--- src/rtl/chacha_xor_sequencer.sv ---
// ChaCha20 keystream sequencer: requests 64-byte blocks and XORs them with streaming plaintext.
// Latency: one cycle from plaintext accept to ciphertext valid; plaintext stalls while the output register is blocked or a block is outstanding.
module chacha_xor_sequencer #(
  parameter int DATA_SIZE   = 8,
  parameter int BLOCK_BYTES = 64,
  parameter int CTR_WIDTH   = 32,
  parameter int LEN_WIDTH   = 16
) (
  input  logic                             clk,
  input  logic                             rst_n,
  input  logic                             start,
  input  logic [CTR_WIDTH-1:0]             init_ctr,
  input  logic [LEN_WIDTH-1:0]             msg_len,
  output logic                             ks_req,
  output logic [CTR_WIDTH-1:0]             ks_ctr,
  input  logic                             ks_ack,
  input  logic [BLOCK_BYTES*DATA_SIZE-1:0] ks_block,
  input  logic                             pt_valid,
  output logic                             pt_ready,
  input  logic [DATA_SIZE-1:0]             pt_data,
  output logic                             ct_valid,
  input  logic                             ct_ready,
  output logic [DATA_SIZE-1:0]             ct_data,
  output logic                             ct_last,
  output logic                             busy,
  output logic                             done,
  output logic                             ctr_err
);

  localparam int IDX_W = $clog2(BLOCK_BYTES);
  localparam logic [IDX_W-1:0] LAST_IDX = IDX_W'(BLOCK_BYTES - 1);

  typedef enum logic [1:0] {
    IDLE  = 2'd0,
    REQ   = 2'd1,
    XOR   = 2'd2,
    FLUSH = 2'd3
  } state_t;

  state_t                           state;
  logic [IDX_W-1:0]                 idx;
  logic [LEN_WIDTH-1:0]             remaining;
  logic [BLOCK_BYTES*DATA_SIZE-1:0] block_q;
  logic [DATA_SIZE-1:0]             ks_byte;
  logic                             pt_fire;
  logic                             ct_fire;
  logic                             last_byte;

  assign ks_req    = (state == REQ);
  assign busy      = (state != IDLE);
  assign pt_ready  = (state == XOR) && (!ct_valid || ct_ready);
  assign pt_fire   = pt_valid && pt_ready;
  assign ct_fire   = ct_valid && ct_ready;
  assign last_byte = (remaining == LEN_WIDTH'(1));
  assign ks_byte   = block_q[int'(idx)*DATA_SIZE +: DATA_SIZE];

  always_ff @(posedge clk or negedge rst_n) begin
    if (!rst_n) begin
      state     <= IDLE;
      idx       <= '0;
      remaining <= '0;
      block_q   <= '0;
      ks_ctr    <= '0;
      ct_valid  <= 1'b0;
      ct_data   <= '0;
      ct_last   <= 1'b0;
      done      <= 1'b0;
      ctr_err   <= 1'b0;
    end else begin
      done    <= 1'b0;
      ctr_err <= 1'b0;

      // The output register drains in every state; a new byte below overrides this.
      if (ct_fire) begin
        ct_valid <= 1'b0;
        ct_last  <= 1'b0;
      end

      case (state)
        IDLE: begin
          if (start) begin
            if (msg_len == '0) begin
              done <= 1'b1;
            end else begin
              state     <= REQ;
              ks_ctr    <= init_ctr;
              remaining <= msg_len;
              idx       <= '0;
            end
          end
        end

        REQ: begin
          if (ks_ack) begin
            block_q <= ks_block;
            state   <= XOR;
          end
        end

        XOR: begin
          if (pt_fire) begin
            ct_data   <= pt_data ^ ks_byte;
            ct_valid  <= 1'b1;
            ct_last   <= last_byte;
            idx       <= idx + IDX_W'(1);
            remaining <= remaining - LEN_WIDTH'(1);
            if (last_byte) begin
              state <= FLUSH;
            end else if (idx == LAST_IDX) begin
              // Counter must never wrap: abort rather than reuse keystream.
              if (&ks_ctr) begin
                ctr_err <= 1'b1;
                state   <= IDLE;
              end else begin
                ks_ctr <= ks_ctr + CTR_WIDTH'(1);
                state  <= REQ;
              end
            end
          end
        end

        FLUSH: begin
          if (ct_fire && ct_last) begin
            done  <= 1'b1;
            state <= IDLE;
          end
        end

        default: state <= IDLE;
      endcase
    end
  end

endmodule

--- config.mk ---
export PLATFORM = sky130hd
export DESIGN_NAME = chacha_xor_sequencer
export DESIGN_NICKNAME = d
export VERILOG_FILES = /design/src/rtl/chacha_xor_sequencer.sv
export SDC_FILE = /design/constraint.sdc
export NUM_CORES = 1
export LEC_CHECK = 0
export CAP_MARGIN = 20
export CORE_AREA = 8 8 245 247
export CTS_CLUSTER_DIAMETER = 30
export DETAILED_ROUTE_END_ITERATION = 8
export DIE_AREA = 0 0 253 255
export GPL_TIMING_DRIVEN = 0
export PLACE_DENSITY_LB_ADDON = 0.2
export SLEW_MARGIN = 20
export SYNTH_ARGS = -nofsm -noshare
export SYNTH_HDL_FRONTEND = slang
export SYNTH_SLANG_ARGS = --single-unit
--- constraint.sdc ---
create_clock -name clk -period 7 [get_ports clk]
set_input_delay 1.4 -clock clk [delete_from_list [all_inputs] [get_ports clk]]
set_output_delay 1.4 -clock clk [all_outputs]
set_load 0.05 [all_outputs]
==> out/qor.yml, run 1 <==
synthesis:
  yosysSeqAreaShare: 0.534
  postSynthCellCount: 1991
  ys_dominant_reg_cell: "dfrtp_1"
  synth.ff_latch_count: 580
  synth-async-reset-ratio: 1.00
  synth.cells.most_frequent: "dfrtp_1 (580), mux2_2 (522), mux2i_1 (99), clkbuf_1 (88), mux4_2 (76)"
  post-synth-top-area-fraction: 0.534
  netlist_top_cells_area: "dfrtp_1 (53%), mux2_2 (22%), mux4_2 (6.3%)"
  synthesis.area_per_instance_um2: 13.7
  synth-warning-count: 0
  yosysMostFrequentCell: "dfrtp_1"
  synth_largest_area_cell: "dfrtp_1"
  netlist_area_before_placement_um2: 27200
  synth-edff-count: 0
  mappedNetlistNets: 2574
  post_synth_num_cell_types: 71
detailed_routing:
  drt-pass1-iter-count: 5
  detailed_route_wire_length_um: 107000
  postRouteAntennaNets: 0
  avgRoutedWirePerCell_um: 29.4
  drt_iter0_drcs: 1609
  remaining_drc_errors: 0
  dr_total_vias: 21500
  detail_route.vias_per_cell: 5.89
timing:
  worstMarginPinSlew_ns: 1.25
  fmax_mhz: 222
  clock_skew_ns: 0.0255
  final.setup.tns_ns: 0
  period_needed_ns: 4.51
  rsz0062_at_grt: "false"
  finalSetupViolCount: 0
  final_hold_violation_count: 0
  slew_violations: 0
  maxSlewHeadroom: 0.159
  fin_crit_sh: 0.645
  postLayoutSetupSlackWorst_ns: 2.49
final_layout:
  area_overhead_of_the_layout_relative_to_synthesis_pct: 44.3
  final_layout_size_suffix_gt1_frac: 0.309
  final_area_um2: 39200
  design.final.nets: 3338
floorplanning:
  floorplan.initialDensity: 0.486
  fp.dieH_um: 255
  core.rowCount: 87
  ports_placed_on_the_boundary: 621
  floorplan.core_area_um2: 56000
  die_x_um: 253
  die-area_um2: 64500
setup_path:
  criticalPathCategory: "in -> out"
  start_kind: "primary input"
  required_ns: 5.60
  critical_path_arrival_ns: 3.11
  critical_path_peak_fanout: 4
  critical_path.endpoint_type: "primary output"
placed_design:
  placed_cell_area_um2: 34600
  worst_slack_at_placement_ns: 2.26
  routabilityCongestion: 0.907
  post-dp-hpwl_um: 80900
  numPortBuffers: 620
run_status:
  status: "finished clean"
clock_network:
  cts_tree: "done"
  htreeDepth: 4
  clock-root-buffer: "clkbuf_16"
  postCtsSetupRepairBufs: 0
  ctsLongestPathBuffers: 3
  postCtsHoldBufs: 0
  post_cts_resized: 0
  cts_inserted_buffers: 134
  clock_latency_ns: 0.71
  cts.clk_slew.worst_paths_ns: 0.04
  cts.sinks: 580
pwr:
  seq_power_share: 0.315
  clockPowerShare: 0.324
  fraction_of_power_spent_switching_nets: 0.341
  report.power.total_w: 0.0195
  combPwrFrac: 0.361
  p_per_area_nw_per_um2: 497
  intPower_w: 0.0128
  p_leak_nw: 16.0
  vdd_ir_drop_max_v: 0.000293
  net-switching-power_w: 0.00664
grt:
  grt_start_max_net_pins: 97
  grt_pass1_vias: 23300
  grt_pass1_wl_um: 154000
  grt_remaining_overflow: 0
  antenna_violations_before_repair: 51
  global_route_usage_over_all_layers: 0.327
hold_path:
  worst_hold_path_type: "reg -> reg"
flow_run:
  max_cap_viol_count: 0
## final timing paths
kind                            slack [ns]      endpoint  depth (start not counted)  startpoint
worst min-delay path                  0.49    ct_data[7]                          2  ct_data[7]
max in group asynchronous             4.42  block_q[327]                          5       rst_n
worst max register to register        2.68    ct_data[3]                          8      idx[2]
worst min register to register        0.49    ct_data[7]                          2  ct_data[7]
min in group asynchronous             0.57  block_q[167]                          1       rst_n
worst max-delay path                  2.49      pt_ready                          4    ct_ready
## per-stage QoR
stage,std cells,util,hold slack (ns)
6_report,3647,0.701,0.489
5_1_grt,3640,0.701,0.510
4_1_cts,3615,0.700,0.488
3_5_place_dp,3375,0.618,0.476
3_3_place_gp,3367,0.614,0.465
2_1_floorplan,1991,-,0.471
## layer usage
layer	vias to the layer above	global-route usage	part of all wire
met4	40	0.133	0.031
met1	11100	0.401	0.39
met5	-	0	0.0025
met2	987	0.539	0.50
met3	232	0.0997	0.080
li1	9085	-	-
## cell usage in the layout (no fill, tap or decap), drive strengths merged, types with 7 or more instances in the layout
cell type and n:
a21oi 63, a31oi 9, clkinv 30, nand3 49, ha 9, a2bb2oi 9, clkbuf 269, and3 13
mux2 522, o22ai 36, o21ai 56, nor3 26, bufinv 14, nand2b 9, a22oi 36, and2 10
a2111oi 8, diode 32, buf 53, nor2 44, clkdlybuf4s50 619, nand4 16, nand2 69, dfrtp 580
mux4 76, a211oi 10, mux2i 99, a22o 9, or4 8, clkinvlp 7, nor2b 12, inv 20
## cell type report
class                           instances  area [µm²]
Clock inverter                         59         761
Fill cell                            3999       16700
Timing Repair Buffer                  628        6410
Inverter                               12        45.0
Sequential cell                       580       14500
Buffer                                133         637
Antenna cell                           32        80.1
Multi-Input combinational cell       1266       12000
Tap cell                              756         946
Clock buffer                          181        3830
## cell families after synthesis
family,synth area share
adders and majority gates,0.00414
DFF,0.534
muxes,0.316
and+or+nand+nor,0.0537
buffers and inverters,0.0251
AOI/OAI and AO/OA,0.0656
xor gates and xnor gates,0.00225
## power groups by stage
stage | logic (W) | registers, W | clock network, W
CTS | 0.00701 | 0.00610 | 0.00635
global route | 0.00744 | 0.00631 | 0.00655
finish | 0.00704 | 0.00613 | 0.00632
floorplan | 0.00437 | 0.00613 | 0
detailed placement | 0.00695 | 0.00611 | 0
global placement | 0.00678 | 0.00605 | 0
## worst max-delay path, stage by stage
cell and delay, ns:
clkdlybuf4s50_1 0.52, nand2b_1 0.15, and2_1 0.20, clkdlybuf4s50_1 0.84
## state kept, by name (all words and copies together) (netlist names)
register and flops:
block_q 512, ct_valid 1, ctr_err 1, done 1, ct_data 8, ks_ctr 32
remaining 16, ct_last 1, state 2, idx 6
Note: power is estimated with default switching activity, not from simulation.
==> run 2, diff against run 1 <==
==> constraint.sdc (replaced) <==
create_clock -name clk -period 4.2 [get_ports clk]
set_input_delay 0.84 -clock clk [delete_from_list [all_inputs] [get_ports clk]]
set_output_delay 0.84 -clock clk [all_outputs]
set_load 0.05 [all_outputs]
==> out/qor.yml, run 2 (synthesis results as in run 1) <==
run_status:
  status: "finished, violations left"
  failed_checks: "negative setup slack"
floorplanning:
  fp.dieH_um: 255  # unchanged
  die_x_um: 253  # unchanged
  die-area_um2: 64500  # unchanged
  floorplan.core_area_um2: 56000  # unchanged
  floorplan.initialDensity: 0.486  # unchanged
  core.rowCount: 87  # unchanged
  ports_placed_on_the_boundary: 621  # unchanged
clock_network:
  cts_inserted_buffers: 134  # unchanged
  cts.sinks: 580  # unchanged
  htreeDepth: 4  # unchanged
  postCtsSetupRepairBufs: 0  # unchanged
  clock-root-buffer: "clkbuf_16"
  cts.clk_slew.worst_paths_ns: 0.05  # about the same
  ctsLongestPathBuffers: 3  # unchanged
  cts_tree: "done"
  clock_latency_ns: 0.71  # about the same
detailed_routing:
  detail_route.vias_per_cell: 5.91  # +0.38%
  remaining_drc_errors: 0  # unchanged
  detailed_route_wire_length_um: 107000  # about the same
  drt-pass1-iter-count: 5  # unchanged
  postRouteAntennaNets: 0  # unchanged
  avgRoutedWirePerCell_um: 29.5  # about the same
  dr_total_vias: 21600  # +0.38%
  drt_iter0_drcs: 1649  # +2.5%
setup_path:
  start_kind: "flip-flop"
  critical_path_arrival_ns: 4.98  # +1.87 ns
  timing.rr.start: "idx[1]"
  critical_path.endpoint_type: "flip-flop"
  required_ns: 4.81  # -0.79 ns
  worst_path_largest_cell_delay_ns: 1.17  # +0.33 ns
  list_of_cells_traversed_by_the_critical_path: "buf_2, nor2_1, clkbuf_1, a22o_1, o21ai_0, o21ai_0, nor4_1, xnor2_1, o21ai_1"
  critical_path.slowest_cell: "nor4_1"
  criticalPathCategory: "reg -> reg"
  timing.critical_path.from: "idx[1]"
  critical_path_peak_fanout: 10  # +6
  cp_common_cell: "o21ai_0"
final_layout:
  design.final.nets: 3339  # +0.030%
  mostFrequentLayoutCell: "clkdlybuf4s50_1"
  fillerInstances: 3996  # -0.075%
  final_area_um2: 39300  # about the same
  max_flop_register: "block_q"
  final_layout_size_suffix_gt1_frac: 0.309  # about the same
  largest_register_ffs: 512  # unchanged
  instances_no_fill: 3647  # unchanged
  area_overhead_of_the_layout_relative_to_synthesis_pct: 44.4  # about the same
  layout_top_registers: "block_q x512, ks_ctr x32, remaining x16"
  most-common-layout-cells: "clkdlybuf4s50_1 (619), dfrtp_1 (580), mux2_2 (522)"
timing:
  slew_violations: 0  # unchanged
  clock_skew_ns: 0.0254  # -0.000122 ns
  rsz0062_at_grt: "false"
  worstMarginPinSlew_ns: 1.32  # +0.0717 ns
  finalSetupViolCount: 1  # +1
  maxSlewHeadroom: 0.111  # -0.0482
  postLayoutSetupSlackWorst_ns: -0.173  # -2.66 ns
  fin_crit_sh: 1.04
  fmax_mhz: 229
  final.setup.tns_ns: -0.173  # -0.173 ns
  final_hold_violation_count: 0  # unchanged
  period_needed_ns: 4.37
  fin_hold_ws_ns: 0.487  # -0.00279 ns
pwr:
  p_leak_nw: 16.0  # about the same
  vdd_ir_drop_max_v: 0.000488  # +67%
  p_per_area_nw_per_um2: 827  # +67%
placed_design:
  numPlacedInstances: 3375  # unchanged
  numPortBuffers: 620  # unchanged
  placed_cell_area_um2: 34600  # unchanged
  post-dp-hpwl_um: 80900  # unchanged
  routabilityCongestion: 0.907  # unchanged
grt:
  grt_remaining_overflow: 0  # unchanged
  grt_pass1_vias: 23400  # +0.034%
  global_route_usage_over_all_layers: 0.327  # about the same
  grt_start_max_net_pins: 97  # unchanged
  antenna_violations_before_repair: 51  # unchanged
  grt_pass1_wl_um: 154000  # about the same
hold_path:
  hold_path_startpoint: "ct_data[7]"
  worst_hold_path_type: "reg -> reg"
flow_run:
  max_cap_viol_count: 0  # unchanged
## run 2: cell types whose count changed in the layout (fill, tap and decap cells not counted)
cell and delta:
buf_1 -1, clkbuf_2 +1, diode_2 -1, dlygate4sd3_1 +1
## run 2: path summary, 6_finish.rpt
kind / endpoint / slack (ns) / cells past startpoint
max in group asynchronous: block_q[335] / 1.60 / 6
worst min-delay path: ct_data[7] / 0.49 / 2
worst min register to register: ct_data[7] / 0.49 / 2
min in group asynchronous: block_q[167] / 0.61 / 2
worst max register to register: ct_data[0] / -0.17 / 9
worst max-delay path: ct_data[0] / -0.17 / 9
## run 2: report_power, final
group	switching [W]	internal, W
logic	0.00603	0.00571
registers	0.00174	0.00847
clock network	0.00330	0.00722
total	0.0111	0.0214
## run 2: final cells by class
cell class / count / area, µm² / share of cell area
Antenna cell: 31 / 77.6 / 0.00198
Buffer: 133 / 638 / 0.0163
Clock buffer: 181 / 3830 / 0.0977
Clock inverter: 59 / 761 / 0.0194
Inverter: 12 / 45.0 / 0.00115
Multi-Input combinational cell: 1266 / 12000 / 0.306
Sequential cell: 580 / 14500 / 0.370
Tap cell: 756 / 946 / 0.0241
Timing Repair Buffer: 629 / 6420 / 0.164
## run 2: routing by layer
metal,part of all wire,GRT usage,vias up,routed length (µm)
li1,-,-,9087,-
met1,0.39,0.401,11200,42300
met2,0.49,0.539,963,52900
met3,0.078,0.0997,254,8400
met4,0.033,0.134,40,3520
met5,0.0025,0,-,266
## run 2: repair_timing
action,CTS,global route
endpoints found under the hold margin,30,0
endpoints found under the setup margin,0,1
resized for setup,0,2
hold buffers,1,0
## run 2: per-stage QoR
step                worst slack [ns]  utilization  total power (W)
global placement              -23.13        0.614           0.0214
global route                  0.0865        0.701           0.0338
floorplan                       1.32            -           0.0175
finish                        -0.173        0.702           0.0325
CTS                           0.0371        0.700           0.0324
detailed placement            0.0212        0.618           0.0218
## run 2: critical path, delay by kind of cell, from the launching register on
kind	cells	cell delay [ns]
flops	1	0.47
xor+xnor	1	0.29
simple gates	2	1.39
compound gates	4	1.23
buf+inv	2	0.91
==> run 3, diff against run 2 <==
--- a/config.mk
+++ b/config.mk
@@ -12,6 +12,7 @@
 export DIE_AREA = 0 0 253 255
 export GPL_TIMING_DRIVEN = 0
 export PLACE_DENSITY_LB_ADDON = 0.2
+export REMOVE_ABC_BUFFERS = 1
 export SLEW_MARGIN = 20
 export SYNTH_ARGS = -nofsm -noshare
 export SYNTH_HDL_FRONTEND = slang
==> out/qor.yml, run 3 (synthesis results as in run 1) <==
run_status:
  status: "finished clean"
final_layout:
  final_layout_size_suffix_gt1_frac: 0.321  # +0.0120
  most-common-layout-cells: "clkdlybuf4s50_1 (619), dfrtp_1 (576), mux2_2 (522)"
  max_flop_register: "block_q"
  final_area_um2: 39200  # about the same
  area_overhead_of_the_layout_relative_to_synthesis_pct: 44.3  # about the same
  mostFrequentLayoutCell: "clkdlybuf4s50_1"
  instances_no_fill: 3540  # -2.9%
  fillerInstances: 3853  # -3.6%
  largest_register_ffs: 512  # unchanged
  multi_input_comb_area_um2: 12100  # +0.31%
  layout_top_registers: "block_q x512, ks_ctr x32, remaining x16"
  design.final.nets: 3229  # -3.3%
  seqCellArea_um2: 14500  # about the same
timing:
  period_needed_ns: 3.91  # -0.468 ns
  finalSetupViolCount: 0  # -1
  fmax_mhz: 256  # +12%
  clock_skew_ns: 0.0278  # +0.00239 ns
  fin_crit_sh: 0.930  # -0.111
  slew_violations: 0  # unchanged
  worstMarginPinSlew_ns: 0.998  # -0.324 ns
  rsz0062_at_grt: "false"
  maxSlewHeadroom: 0.332  # +0.221
  final_hold_violation_count: 0  # unchanged
grt:
  grt_pass1_vias: 22000  # -5.7%
  grt_remaining_overflow: 0  # unchanged
  global_route_usage_over_all_layers: 0.275  # -0.0529
  grt_start_max_net_pins: 98  # +1.0%
  grt_pass1_wl_um: 134000  # -13%
  antenna_violations_before_repair: 48  # -5.9%
floorplanning:
  fp.dieH_um: 255  # unchanged
  core.rowCount: 87  # unchanged
  ports_placed_on_the_boundary: 621  # unchanged
  die-area_um2: 64500  # unchanged
  die_x_um: 253  # unchanged
  floorplan.initialDensity: 0.486  # unchanged
  floorplan.core_area_um2: 56000  # unchanged
pwr:
  p_per_area_nw_per_um2: 812  # -1.9%
  p_leak_nw: 15.9  # -0.34%
  vdd_ir_drop_max_v: 0.000567  # +16%
detailed_routing:
  drt-pass1-iter-count: 7  # +2
  drt_iter0_drcs: 1371  # -17%
  detailed_route_wire_length_um: 90100  # -16%
  avgRoutedWirePerCell_um: 25.4  # -14%
  remaining_drc_errors: 0  # unchanged
  postRouteAntennaNets: 0  # unchanged
  detail_route.vias_per_cell: 5.64  # -4.6%
  dr_total_vias: 20000  # -7.4%
clock_network:
  cts.sinks: 580  # unchanged
  htreeDepth: 4  # unchanged
  clock_latency_ns: 0.71  # about the same
  cts_tree: "done"
  cts.clk_slew.worst_paths_ns: 0.05  # about the same
  cts_inserted_buffers: 135  # +0.75%
  ctsLongestPathBuffers: 3  # unchanged
  clock-root-buffer: "clkbuf_16"
  postCtsHoldBufs: 0  # -1
  postCtsSetupRepairBufs: 0  # unchanged
  post_cts_resized: 0  # unchanged
hold_path:
  worst_hold_path_type: "in -> async"
placed_design:
  placed_cell_area_um2: 34500  # -0.27%
  numPortBuffers: 620  # unchanged
  post-dp-hpwl_um: 65400  # -19%
  numPlacedInstances: 3265  # -3.3%
  routabilityCongestion: 0.833  # -8.2%
setup_path:
  required_ns: 4.78  # -0.03 ns
  criticalPathCategory: "reg -> reg"
  critical_path_arrival_ns: 4.49  # -0.49 ns
  critical_path.endpoint_type: "flip-flop"
  critical_path_peak_fanout: 37  # +27
  start_kind: "flip-flop"
flow_run:
  max_cap_viol_count: 0  # unchanged
## run 3: path summary, 6_finish.rpt
check	start	end	slack (ns)	depth (start not counted)
max	state[0]	ks_ctr[19]	0.29	9
min	rst_n	block_q[95]	0.1	1
max reg2reg	state[0]	ks_ctr[19]	0.29	9
min reg2reg	ct_data[5]	ct_data[5]	0.47	2
max in group asynchronous	rst_n	ks_ctr[2]	2.30	4
min in group clk	ct_data[5]	ct_data[5]	0.47	2
## run 3: metal layers
layer / GRT usage / up-vias / routed length, µm / part of all wire
met5: 0 / - / 287 / 0.0032
met4: 0.111 / 42 / 2610 / 0.029
met3: 0.0885 / 186 / 6760 / 0.075
met2: 0.462 / 701 / 45700 / 0.51
met1: 0.325 / 10100 / 34700 / 0.39
li1: - / 8885 / - / -
## run 3: power breakdown
group | internal [W] | switching [W]
clock network | 0.00729 | 0.00339
logic | 0.00577 | 0.00511
registers | 0.00848 | 0.00184
total | 0.0215 | 0.0103
## run 3: metrics by stage
stage | setup WS (ns) | utilization | total power [W] | hold WS [ns] | TNS, ns
2_1_floorplan | -8.88 | - | 0.0181 | 0.471 | -4757.04
3_3_place_gp | -22.97 | 0.602 | 0.0213 | 0.465 | -
3_5_place_dp | 0.0746 | 0.616 | 0.0211 | 0.471 | 0
4_1_cts | 0.323 | 0.700 | 0.0320 | 0.0936 | 0
5_1_grt | 0.133 | 0.701 | 0.0334 | 0.114 | 0
6_report | 0.294 | 0.701 | 0.0319 | 0.0963 | 0
## run 3: layout make-up
cell class | instances | share of cell area
antenna | 28 | 0.00179
clock buffer | 178 | 0.0956
clock inverter | 69 | 0.0242
inverter | 12 | 0.00115
multi-input combinational | 1266 | 0.307
sequential | 580 | 0.370
tap | 756 | 0.0241
timing repair buffer | 651 | 0.176
## run 3: critical path: stages, from the launching register on
cell and delay [ns]:
dfrtp_1 0.38, inv_1 0.13, ha_4 0.31, inv_1 0.48, a21oi_1 0.09, o21bai_1 0.22, or3_2 0.81, nor2_1 0.89
a211oi_2 0.10, a311oi_1 0.34
